`config.mk`:
```
export PLATFORM = sky130hd
export DESIGN_NAME = alu_share_arbiter
export DESIGN_NICKNAME = d
export VERILOG_FILES = /design/src/rtl/alu_pkg.sv /design/src/rtl/alu_starve_cnt.sv /design/src/rtl/alu_share_arbiter.sv
export SDC_FILE = /design/constraint.sdc
export NUM_CORES = 1
export LEC_CHECK = 0
export ABC_AREA = 0
export BUFFER_PORTS_ARGS = -buffer_cell sky130_fd_sc_hd__buf_2
export CAP_MARGIN = 20
export CELL_PAD_IN_SITES_DETAIL_PLACEMENT = 1
export CELL_PAD_IN_SITES_GLOBAL_PLACEMENT = 2
export CORE_MARGIN = 2
export CORE_UTILIZATION = 19
export CTS_CLUSTER_SIZE = 25
export DETAILED_ROUTE_END_ITERATION = 10
export GPL_TIMING_DRIVEN = 0
export MAX_ROUTING_LAYER = met4
export PLACE_DENSITY = 0.85
export REMOVE_ABC_BUFFERS = 1
export SLEW_MARGIN = 20
export SYNTH_ARGS = -nofsm -noshare
export SYNTH_HDL_FRONTEND = slang
export SYNTH_SLANG_ARGS = --single-unit
```
`constraint.sdc`:
```
create_clock -name clk -period 1.95 [get_ports clk]
set_input_delay 0.39 -clock clk [delete_from_list [all_inputs] [get_ports clk]]
set_output_delay 0.39 -clock clk [all_outputs]
set_load 0.03 [all_outputs]
```
`src/rtl/alu_pkg.sv`:
```
// Shared ALU function encodings and the result-owner state encoding
// used by the ALU share arbiter and its starvation counter.
package alu_pkg;

    localparam logic [2:0] ALU_ADD = 3'b000;
    localparam logic [2:0] ALU_SUB = 3'b001;
    localparam logic [2:0] ALU_AND = 3'b011;
    localparam logic [2:0] ALU_OR  = 3'b100;
    localparam logic [2:0] ALU_NOR = 3'b110;

    typedef enum logic [1:0] {
        S_IDLE = 2'd0,
        S_CPU  = 2'd1,
        S_DMA  = 2'd2
    } owner_t;

endpackage

```
`src/rtl/alu_starve_cnt.sv`:
```
// CPU-priority grant decision with a saturating DMA starvation counter.
// Grants are combinational in the request cycle; losers must hold req.
module alu_starve_cnt #(
    parameter int MAX_WAIT = 4
) (
    input  logic clk,
    input  logic reset,
    input  logic req_cpu,
    input  logic req_dma,
    output logic gnt_cpu,
    output logic gnt_dma
);

    localparam int CW = $clog2(MAX_WAIT + 1);
    localparam logic [CW-1:0] WAIT_LIM = CW'(MAX_WAIT);

    logic [CW-1:0] wait_cnt;

    always_comb begin
        gnt_cpu = 1'b0;
        gnt_dma = 1'b0;
        if (!reset) begin
            if (req_cpu && req_dma) begin
                // DMA has lost MAX_WAIT contended cycles in a row: force it through
                if (wait_cnt == WAIT_LIM) begin
                    gnt_dma = 1'b1;
                end else begin
                    gnt_cpu = 1'b1;
                end
            end else if (req_cpu) begin
                gnt_cpu = 1'b1;
            end else if (req_dma) begin
                gnt_dma = 1'b1;
            end
        end
    end

    always_ff @(posedge clk) begin
        if (reset) begin
            wait_cnt <= '0;
        end else if (gnt_dma || !req_dma) begin
            wait_cnt <= '0;
        end else if (gnt_cpu && (wait_cnt != WAIT_LIM)) begin
            wait_cnt <= wait_cnt + 1'b1;
        end
    end

endmodule

```
`src/rtl/alu_share_arbiter.sv`:
```
// Shares one ALU between CPU and DMA: steers the granted operands, registers the result.
// Grant in cycle N, result_q/zero_q/done_* in N+1; ungranted requester holds req and retries.
module alu_share_arbiter
    import alu_pkg::*;
#(
    parameter int WIDTH    = 32,
    parameter int MAX_WAIT = 4
) (
    input  logic             clk,
    input  logic             reset,
    input  logic             req_cpu,
    input  logic [WIDTH-1:0] a_cpu,
    input  logic [WIDTH-1:0] b_cpu,
    input  logic [2:0]       funct_cpu,
    input  logic             req_dma,
    input  logic [WIDTH-1:0] a_dma,
    input  logic [WIDTH-1:0] b_dma,
    input  logic [2:0]       funct_dma,
    output logic             gnt_cpu,
    output logic             gnt_dma,
    output logic [WIDTH-1:0] alu_a,
    output logic [WIDTH-1:0] alu_b,
    output logic [2:0]       alu_funct,
    input  logic [WIDTH-1:0] alu_result,
    input  logic             alu_zero,
    output logic [WIDTH-1:0] result_q,
    output logic             zero_q,
    output logic             done_cpu,
    output logic             done_dma
);

    owner_t state_q;
    owner_t state_d;

    alu_starve_cnt #(
        .MAX_WAIT (MAX_WAIT)
    ) u_starve_cnt (
        .clk     (clk),
        .reset   (reset),
        .req_cpu (req_cpu),
        .req_dma (req_dma),
        .gnt_cpu (gnt_cpu),
        .gnt_dma (gnt_dma)
    );

    always_comb begin
        alu_a     = '0;
        alu_b     = '0;
        alu_funct = ALU_ADD;
        if (gnt_cpu) begin
            alu_a     = a_cpu;
            alu_b     = b_cpu;
            alu_funct = funct_cpu;
        end else if (gnt_dma) begin
            alu_a     = a_dma;
            alu_b     = b_dma;
            alu_funct = funct_dma;
        end
    end

    // Owner of the result register, one cycle behind the grant
    always_comb begin
        state_d = S_IDLE;
        if (gnt_cpu) begin
            state_d = S_CPU;
        end else if (gnt_dma) begin
            state_d = S_DMA;
        end
        done_cpu = (state_q == S_CPU);
        done_dma = (state_q == S_DMA);
    end

    always_ff @(posedge clk) begin
        if (reset) begin
            state_q <= S_IDLE;
        end else begin
            state_q <= state_d;
        end
    end

    always_ff @(posedge clk) begin
        if (reset) begin
            result_q <= '0;
            zero_q   <= 1'b0;
        end else if (gnt_cpu || gnt_dma) begin
            result_q <= alu_result;
            zero_q   <= alu_zero;
        end
    end

endmodule

```
==> metrics.md, run 1 <==
| Metric | Value |
|---|---|
| Area after DPL | slightly below 5000 um2 |
| Fillers | between 1,500 and 2,000 |
| Period utilisation layout | 111% |
| Die height | 136 um |
| Total grt overflow | 0 |
| Tightest Hold Check Type | in2reg |
| Routed Antenna Nets | 0 |
| Clk sinks | 38 |
| Synthesis-to-finish area growth | 97.5% |
| R2r endpoint | u_starve_cnt.wait_cnt[2]$_SDFFE_PP0P_ |
| Count of final hold-check violations | 0 |
| Worst Path Required | between 1.5 and 2 ns |
| Total Die Area | ~19,000 um2 |
| Worst VDD drop | around 0.00036 V |
| R2R Path Start | u_starve_cnt.wait_cnt[0]$_SDFFE_PP0P_ |
| Std-Cell Rows | 48 |
| Pleak | 0.00271 uW |
| I/O pins | between 200 and 300 |
| Synthesized area | roughly 3300 um2 |
| First-pass GRT wire length | between 20,000 and 25,000 um |
| Inserted Clock Buffers | 5 |
| Failing checks | setup timing |
| Initial antenna violation count | 0 |
| Placer congestion estimate | 0.659 |
| Worst R2R Path Depth | 5 |
| Worst-margin pin slew | 0.477 ns |
| Hold-fix buffers, CTS | 0 |
| Storage cell area | 767 um2 |
| Fin worst setup slack | -0.209 ns |
| Hold path depth | 3 |
| Clock Skew | 0.000428 ns |
| Nets | 869 |
| YS warnings | 0 |
| Status | finished with violations |
| Min cycle time layout | around 2.2 ns |
| 1st-pass router iterations | 4 |
| Worst-path fanout max | 4 |
| Post-synthesis sequential area ratio | between 20 and 25% |
| Synth Register Bits | 38 |
| Main synth FF type | dfxtp_1 |
| Placement Setup Slack | -0.981 ns |
| Final setup violation count | 68 |
| Setup crit start kind | flip-flop |
| Final slew viol count | 0 |
| Wire per inst | between 15 and 20 um |
| Drt drc | 0 |
| Vias in the first global route | roughly 4,400 |
| DPL Wire Length | slightly below 10,000 um |
| Worst Setup End Kind | output port |
| PortBufs | between 200 and 300 |
| Root buf cell | clkbuf_16 |
| Post-Syn Instances | between 400 and 500 |
| Slew HR | slightly below 70% |
| All-Layer GR Usage | approximately 17% |
| WHS | around 0.37 ns |
| Worst-path clk slew | around 0.050 ns |
| Cell Pwr Density | approximately 450 nW/um2 |
| Share of cells above drive strength 1 | 56.5% |
| Worst EP arrival | 1.77 ns |
| Initial Util | between 10% and 20% |
| CTS H-Tree Depth | 2 |
| DR iter-0 viols | approximately 120 |
| CTS tree | built |
| RSZ-0062 raised after global routing | true |
| CTS Buffer Depth | 2 |
| EDFF count, synth | 0 |
| Distinct cells, synth | 22 |
| Vias after detailed routing | between 4,000 and 5,000 |
| Core Footprint | 17,200 um2 |
| Async SR Flop Fraction | 0% |
| Max-Cap Viols | 0 |
| Setup slack, reg-to-reg | roughly 0.43 ns |
| Largest net degree at the start of global routing | 94 |
| Via density | around 5.0 |
| CP Class | reg2out |
| Hold path start | alu_result[2] |
| Fin area | 6570 um2 |
| Diode count | 0 |
| Syn Area/Cell | 7.88 um2 |
| Achievable frequency | 463 MHz |
| Worst-Skew Late Latency | between 0.2 and 0.3 ns |
| Routed WL | between 15,000 and 20,000 um |
| Hold Crit Endpoint | result_q[2]$_SDFFE_PP0P_ |
| Multi-input logic area | approximately 2800 um2 |
| DIE WIDTH | about 140 um |
==> worst max path at each step <==
| stage | to | startpoint | depth (start not counted) |
|---|---|---|---|
| floorplan | alu_a[26] | u_starve_cnt.wait_cnt[0]$_SDFFE_PP0P_ | 4 |
| global placement | alu_b[17] | req_cpu | 4 |
| detailed placement | alu_b[15] | req_cpu | 7 |
| CTS | alu_a[26] | u_starve_cnt.wait_cnt[0]$_SDFFE_PP0P_ | 8 |
| global route | alu_b[28] | u_starve_cnt.wait_cnt[1]$_SDFFE_PP0P_ | 8 |
| finish | alu_b[28] | u_starve_cnt.wait_cnt[1]$_SDFFE_PP0P_ | 8 |
==> cells in the mapped netlist (3+ instances only) <==
master	number	share of area [%]
nand3b_1	134	30
o22ai_1	57	11
clkbuf_1	25	2.8
buf_6	4	1.4
dfxtp_1	38	23
a21oi_1	33	5.0
inv_1	3	0.34
buf_2	34	5.1
nor2b_1	3	0.56
or3b_1	32	8.4
o21ai_0	33	5.0
o22ai_2	10	3.8
==> where the power goes <==
group          switching (uW)  internal (uW)  leakage (uW)
registers                20.0            821      0.000316
logic                     710            635       0.00233
clock network             294            467     0.0000640
==> layer usage <==
metal / wire length (um) / track usage, % / vias up
li1: - / - / 2155
met1: 7220 / 19.5 / 2209
met2: 9200 / 30.8 / 190
met3: 1220 / 3.09 / 28
met4: 450 / 3.07 / 0
met5: 0 / - / -
==> cells in the final DEF, fill, tap and decap left out, drive strengths merged <==
cell    synthesis  routed
inv             3       3
clkbuf         25      12
a21boi          1       1
a211oi          1       1
nand3b        134     134
ha              2       2
bufbuf          0       4
o22ai          67      67
dfxtp          38      38
nor3            2       2
a21oi          33      33
nor2b           3       3
and3            3       9
or3b           34      34
nand2b          2       2
nor2            2       2
buf            39     316
o21ai          33      33
==> cell type report <==
class	instances	area share, %
clock buffers	7	2.02
inverters	3	0.171
flip-flops and latches	38	11.7
well taps	225	4.29
multi-input cells	323	42.1
repair buffers	325	39.7
==> per-stage QoR <==
step | TNS, ns | total power [uW] | util, % | instances
6_report | -6.34 | 2950 | 38.2 | 921
5_1_grt | -10.55 | 3100 | 38.2 | 921
4_1_cts | -8.14 | 2860 | 34.4 | 902
3_5_place_dp | -59.32 | 1850 | 28.2 | 863
3_3_place_gp | -279.03 | 1810 | 27.1 | 857
2_1_floorplan | -83.12 | 1360 | - | 358
==> state kept, by name, summed over array words and instances, names as in the netlist <==
name / flops
state_q: 2
result_q: 32
zero_q: 1
u_starve_cnt.wait_cnt: 3
==> kinds of logic after synthesis <==
kind of cell,count (synthesis),share of synthesized area (%)
AND/OR/NAND/NOR,180,41.4
buffers and inverters,67,9.86
flip-flops,38,22.9
AO/OA/AOI/OAI,135,25.1
adder cells (fa/ha/maj),2,0.752
==> what timing repair did <==
| action | CTS | global route |
|---|---|---|
| pin swaps | 5 | 10 |
| gates cloned | 12 | 5 |
| setup endpoints to repair | 69 | 69 |
| resized for setup | 144 | 85 |
| buffers inserted | 21 | 16 |
==> critical path, stage by stage (launching register included) <==
cell,delay [ns]
dfxtp_2,0.32
inv_2,0.07
ha_4,0.16
a21boi_4,0.07
clkbuf_16,0.16
buf_8,0.12
buf_6,0.12
o22ai_1,0.24
buf_4,0.23
Note: power is estimated with default switching activity, not from simulation.
==> run 2: changes to the inputs <==
--- a/config.mk
+++ b/config.mk
@@ -17,6 +17,7 @@
 export GPL_TIMING_DRIVEN = 0
 export MAX_ROUTING_LAYER = met4
 export PLACE_DENSITY = 0.85
+export RECOVER_POWER = 100
 export REMOVE_ABC_BUFFERS = 1
 export SLEW_MARGIN = 20
 export SYNTH_ARGS = -nofsm -noshare
==> run 2 against run 1 <==
  * The flow still finishes with violations (setup timing)
  * Maximum frequency is essentially flat
  * Final area shrank 1.1%
  * Worst hold slack is essentially flat
  * Largest power group unchanged
  * Sequential power is essentially flat
  * Utilization shrank 0.41 points
  * Non-clock buffer count is the same
  * Global-route usage is the same
  * Via count is essentially flat
  * Critical endpoint unchanged
  * First-iteration DRC count grew 24%
  * Largest cell class unchanged
==> metrics.md, run 2 (synthesis results as in run 1) <==
| Metric | Value |
|---|---|
| Total Die Area | roughly 19,000 um2 |
| Top flop regs | result_q: 32 flops, u_starve_cnt.wait_cnt: 3 flops, state_q: 2 flops |
| Worst EP arrival | between 1.5 and 2 ns |
| Max-Cap Viols | 0 |
| Slew HR | about 62% |
| Die height | roughly 140 um |
| Count of final hold-check violations | 0 |
| WHS | about 0.37 ns |
| Achievable frequency | roughly 460 MHz |
| Worst-margin pin slew | 0.572 ns |
| DPL Wire Length | between 9000 and 10,000 um |
| Fillers | ~2,000 |
| Final slew viol count | 0 |
| Logic pwr share | a little under half |
| Storage cell area | ~770 um2 |
| Initial Util | between 10% and 20% |
| Drt drc | 0 |
| Worst-path clk slew | about 0.050 ns |
| CTS tree | built |
| DIE WIDTH | between 100 and 150 um |
| Routed WL | ~18,000 um |
| Placer congestion estimate | around 0.66 |
| Inserted Clock Buffers | 5 |
| Nets | between 800 and 900 |
| Largest net degree at the start of global routing | 94 |
| Min cycle time layout | between 2 and 2.5 ns |
| Root buf cell | clkbuf_16 |
| Pleak | approximately 0.0026 uW |
| First-pass GRT wire length | approximately 24,000 um |
| Clk sinks | 38 |
| Worst path slowest cell | dfxtp_2 |
| Sequential share of power | between 20 and 30% |
| 1st-pass router iterations | 4 |
| Worst Path Required | 1.56 ns |
| Multi-input logic area | between 2000 and 3000 um2 |
| Worst VDD drop | 0.000358 V |
| Worst-path fanout max | 4 |
| Worst-path cell chain | inv_2, ha_4, a21boi_4, clkbuf_16, buf_8, buf_6, o22ai_1, buf_4 |
| Cell Pwr Density | about 450 nW/um2 |
| Clk pwr share | 26.0% |
| Period utilisation layout | 111% |
| Switching power | slightly above 1000 uW |
| CTS Buffer Depth | 2 |
| Area after DPL | roughly 4800 um2 |
| Core Footprint | between 15,000 and 20,000 um2 |
| Final setup violation count | 68 |
| Setup slack, reg-to-reg | around 0.43 ns |
| Most frequent cells in the layout | buf_2, nand3b_1, buf_6 |
| Int Power | approximately 1900 uW |
| Via density | a little under 5 |
| Status | finished with violations |
| Vias in the first global route | about 4,400 |
| Top cell family by delay on the critical path | buffers and inverters |
| Hold-fix buffers, CTS | 0 |
| Worst-Skew Late Latency | about 0.28 ns |
| Max FFs per register | 32 |
| Setup crit start kind | flip-flop |
| DR iter-0 viols | roughly 150 |
| Most common cell after layout, fill and taps aside | buf_2 |
| Bufs and invs on worst path | 5 |
| Tightest Hold Check Type | in2reg |
| Vias after detailed routing | roughly 4,600 |
| Failing checks | setup timing |
| Std-Cell Rows | 48 |
| Clock Skew | about 0.00022 ns |
| Diode count | 0 |
| Share of cells above drive strength 1 | between 50% and 60% |
| Initial antenna violation count | 0 |
| Fin area | ~6500 um2 |
| Routed Antenna Nets | 0 |
| Switching Share | about a third |
| Fin worst setup slack | -0.210 ns |
| RSZ-0062 raised after global routing | true |
| All-Layer GR Usage | around 17% |
| Worst Setup End Kind | output port |
| I/O pins | between 200 and 300 |
| Synthesis-to-finish area growth | 95.4% |
| PortBufs | about 270 |
| Wire per inst | 19.6 um |
| CP Class | reg2out |
| Top reg by flops | result_q |
| Total grt overflow | 0 |
| CTS H-Tree Depth | 2 |
| Critical path's largest stage delay | 0.32 ns |
## run 2: cell count changes in the layout (fill, tap and decap cells not counted)
cell,change
buf_2,-34
clkbuf_1,+34
bufbuf_16,-1
clkbuf_2,+1
## run 2: layout make-up
type	count	area share (%)
Multi-Input combinational cell	323	42.6
Sequential cell	38	11.8
Tap cell	225	4.33
Inverter	3	0.173
Clock buffer	7	2.04
Timing Repair Buffer	325	39.1
## run 2: path summary, 6_finish.rpt
check	to	startpoint	depth (start not counted)
setup / recovery	alu_b[28]	u_starve_cnt.wait_cnt[1]$_SDFFE_PP0P_	8
setup reg to reg	u_starve_cnt.wait_cnt[2]$_SDFFE_PP0P_	u_starve_cnt.wait_cnt[0]$_SDFFE_PP0P_	5
hold / removal	result_q[2]$_SDFFE_PP0P_	alu_result[2]	3
hold reg to reg	result_q[2]$_SDFFE_PP0P_	result_q[2]$_SDFFE_PP0P_	2
## run 2: metrics by stage
step | setup WS (ns) | util (%) | power (uW) | instances | TNS, ns
after floorplan | -1.31 | - | 1360 | 358 | -83.12
after global placement | -3.83 | 27.1 | 1810 | 857 | -279.03
after detailed placement | -0.981 | 28.2 | 1850 | 863 | -59.32
after CTS | -0.155 | 34.4 | 2860 | 902 | -8.14
after global routing | -0.228 | 37.8 | 3080 | 921 | -10.55
final | -0.210 | 37.8 | 2930 | 921 | -6.35
## run 2: worst reg2reg max path: cells and delay by family, from the launching register on
kind,cells,cell delay [ns]
buf+inv,2,0.24
flops,1,0.32
simple gates,1,0.48
compound gates,1,0.19
fa+ha+maj,1,0.20
## run 2: power groups by stage
stage               logic (uW)  clock network [uW]  registers, uW
floorplan                  424                   0            940
CTS                       1220                 795            842
finish                    1330                 762            842
global route              1400                 826            848
global placement           956                   0            855
detailed placement         997                   0            857
## run 2: layer usage
layer	GRT usage, %	wire length [um]	up-vias
met5	-	0	-
li1	-	-	2157
met3	3.09	1190	27
met4	3.07	421	0
met2	30.8	9270	182
met1	19.5	7180	2214
## run 2: repair_timing
action / 4_1_cts / 5_1_grt
pin swaps: 5 / 10
gates cloned: 12 / 5
endpoints found under the setup margin: 69 / 69
buffers inserted: 21 / 16
resized for setup: 144 / 85
==> run 3: changes to the inputs <==
--- a/config.mk
+++ b/config.mk
@@ -6,17 +6,17 @@
 export NUM_CORES = 1
 export LEC_CHECK = 0
 export ABC_AREA = 0
-export BUFFER_PORTS_ARGS = -buffer_cell sky130_fd_sc_hd__buf_2
+export BUFFER_PORTS_ARGS = -buffer_cell sky130_fd_sc_hd__buf_4
 export CAP_MARGIN = 20
 export CELL_PAD_IN_SITES_DETAIL_PLACEMENT = 1
 export CELL_PAD_IN_SITES_GLOBAL_PLACEMENT = 2
 export CORE_MARGIN = 2
-export CORE_UTILIZATION = 19
+export CORE_UTILIZATION = 21
 export CTS_CLUSTER_SIZE = 25
 export DETAILED_ROUTE_END_ITERATION = 10
 export GPL_TIMING_DRIVEN = 0
 export MAX_ROUTING_LAYER = met4
-export PLACE_DENSITY = 0.85
+export PLACE_DENSITY = 0.92
 export RECOVER_POWER = 100
 export REMOVE_ABC_BUFFERS = 1
 export SLEW_MARGIN = 20
==> constraint.sdc (replaced) <==
create_clock -name clk -period 2.8 [get_ports clk]
set_input_delay 0.56 -clock clk [delete_from_list [all_inputs] [get_ports clk]]
set_output_delay 0.56 -clock clk [all_outputs]
set_load 0.03 [all_outputs]
==> run 3 against run 2 <==
  * The run now ends clean
  * Clock skew about the same
  * Via count down 6.2%
  * Flip-flop and latch count unchanged
  * Worst hold slack better by 0.18 ns
  * Register-to-register slack better by 0.92 ns
  * Critical endpoint is now alu_a[19]
  * Highest routed layer unchanged
==> metrics.md, run 3 (synthesis results as in run 1) <==
| Metric | Value |
|---|---|
| Status | finished, final reports clean |
| Fin cells | 860 |
| Cell Pwr Density | ~350 nW/um2 |
| Pleak | between 0.002 and 0.0025 uW |
| DR iter-0 viols | 155 |
| Max FFs per register | 32 |
| Setup crit start kind | input port |
| Total grt overflow | 0 |
| Tightest Hold Check Type | reg2reg |
| Share of cells above drive strength 1 | 39.4% |
| Top flop regs | result_q: 32 flops, u_starve_cnt.wait_cnt: 3 flops, state_q: 2 flops |
| Placed Cells | approximately 850 |
| Largest net degree at the start of global routing | approximately 170 |
| Via density | approximately 5 |
| Worst path slowest cell | buf_16 |
| Final setup violation count | 0 |
| Storage cell area | 761 um2 |
| Initial antenna violation count | 0 |
| Total Die Area | about 17,000 um2 |
| Bufs and invs on worst path | 5 |
| Slew HR | between 30% and 40% |
| Min cycle time layout | about 2.7 ns |
| Root buf cell | clkbuf_16 |
| Inserted Clock Buffers | 5 |
| Final Util | 33.7% |
| Routed WL | roughly 15,000 um |
| Max-Cap Viols | 0 |
| RSZ-0062 raised after global routing | false |
| Synthesis-to-finish area growth | 58.8% |
| First-pass GRT wire length | roughly 21,000 um |
| Clk sinks | 38 |
| Die height | approximately 130 um |
| Most frequent cells in the layout | buf_4, nand3b_1, o22ai_1 |
| Worst EP arrival | 2.12 ns |
| Period utilisation layout | between 90% and 100% |
| Most used cell along the critical path | buf_16 |
| Worst VDD drop | ~0.00038 V |
| Vias in the first global route | 4,233 |
| Nets | between 800 and 900 |
| CTS tree | built |
| CTS H-Tree Depth | 2 |
| Placement Setup Slack | -0.752 ns |
| Top cell family by delay on the critical path | buffers and inverters |
| CTS Buffer Depth | 2 |
| Multi-input logic area | approximately 2200 um2 |
| Vias after detailed routing | roughly 4,300 |
| Clock Skew | slightly above 0.0003 ns |
| Worst Setup End Kind | output port |
| Final slew viol count | 0 |
| Worst-path cell chain | buf_16, a21boi_4, buf_8, buf_16, buf_16, o22ai_1, clkbuf_4 |
| Worst-Skew Late Latency | 0.28 ns |
| CP Class | in2out |
| Worst-path clk slew | approximately 0.050 ns |
| Critical path's largest stage delay | approximately 0.33 ns |
| Most common cell after layout, fill and taps aside | buf_4 |
| Placer congestion estimate | roughly 0.73 |
| Fin worst setup slack | roughly 0.12 ns |
| Fillers | a little under 2,000 |
| Worst-margin pin slew | 0.969 ns |
| Worst-path fanout max | between 100 and 150 |
| Initial Util | a little over a fifth |
| PortBufs | about 270 |
| I/O pins | approximately 280 |
| Drt drc | 0 |
| Wire per inst | between 15 and 20 um |
| Core Footprint | roughly 16,000 um2 |
| DPL Wire Length | ~9600 um |
| Routed Antenna Nets | 0 |
| Diode count | 0 |
| Total power draw | around 1900 uW |
| DIE WIDTH | about 130 um |
| Achievable frequency | between 300 and 400 MHz |
| Count of final hold-check violations | 0 |
| Top reg by flops | result_q |
| Worst Path Required | ~2.2 ns |
| 1st-pass router iterations | 5 |
| All-Layer GR Usage | 15.9% |
| Std-Cell Rows | 46 |
==> run 3: changes by cell type in the layout (fill, tap and decap cells not counted), moves of 5 or more <==
cell      change
buf_2       -152
buf_6        -55
buf_16        -5
clkbuf_2     +35
o22ai_4      -28
o22ai_1      +42
and3_4        -5
o22ai_2      -14
buf_12        -8
buf_4       +142
==> run 3: worst reg2reg max path, delay by kind of cell (launching register included) <==
kind	cells	cell delay, ns
fa+ha+maj	1	0.31
buf+inv	1	0.08
flops	1	0.31
simple gates	2	0.62
==> run 3: worst paths after layout <==
path | cells past startpoint | startpoint | slack [ns] | to
setup / recovery | 7 | req_cpu | 0.12 | alu_a[19]
hold / removal | 2 | result_q[12]$_SDFFE_PP0P_ | 0.55 | result_q[12]$_SDFFE_PP0P_
setup reg to reg | 4 | u_starve_cnt.wait_cnt[0]$_SDFFE_PP0P_ | 1.35 | state_q[0]$_SDFF_PP0_
hold reg to reg | 2 | result_q[12]$_SDFFE_PP0P_ | 0.55 | result_q[12]$_SDFFE_PP0P_
==> run 3: per-layer routing <==
metal | routed length (um) | vias to the layer above | part of all wire [%] | track usage [%]
met5 | 0 | - | 0 | -
met2 | 7200 | 185 | 49 | 28.5
met1 | 6090 | 2057 | 42 | 18.6
li1 | - | 2040 | - | -
met4 | 223 | 0 | 1.5 | 4.11
met3 | 1040 | 16 | 7.1 | 2.42
==> run 3: per-stage QoR <==
step,TNS (ns),hold WS (ns),area (um2)
after global placement,-148.72,0.523,5340
after detailed placement,-47.06,0.547,5410
after CTS,0,0.543,5590
final,0,0.551,5280
after floorplan,-35.26,0.502,3010
after global routing,0,0.550,5280
==> run 3: timing repair <==
item / CTS / global route
resized for setup: 6 / 2
buffers inserted: 1 / 0
setup endpoints to repair: 69 / 50
pin swaps: 1 / 0
gates cloned: 1 / 0
hold buffers: 0 / 0
==> run 3: final cells by class <==
| class | count | share of cell area [%] |
|---|---|---|
| Sequential cell | 38 | 14.4 |
| Clock buffer | 7 | 2.51 |
| Timing Repair Buffer | 278 | 36.1 |
| Multi-Input combinational cell | 318 | 41.7 |
| Tap cell | 216 | 5.12 |
| Inverter | 3 | 0.213 |
==> run 3: power by group <==
| group | leakage (uW) | internal (uW) | switching, uW | total, uW |
|---|---|---|---|---|
| Sequential | 0.000315 | 573 | 14.2 | 587 |
| Clock | 0.0000640 | 326 | 208 | 534 |
| Combinational | 0.00175 | 328 | 418 | 745 |
| Total | 0.00213 | 1230 | 640 | 1870 |
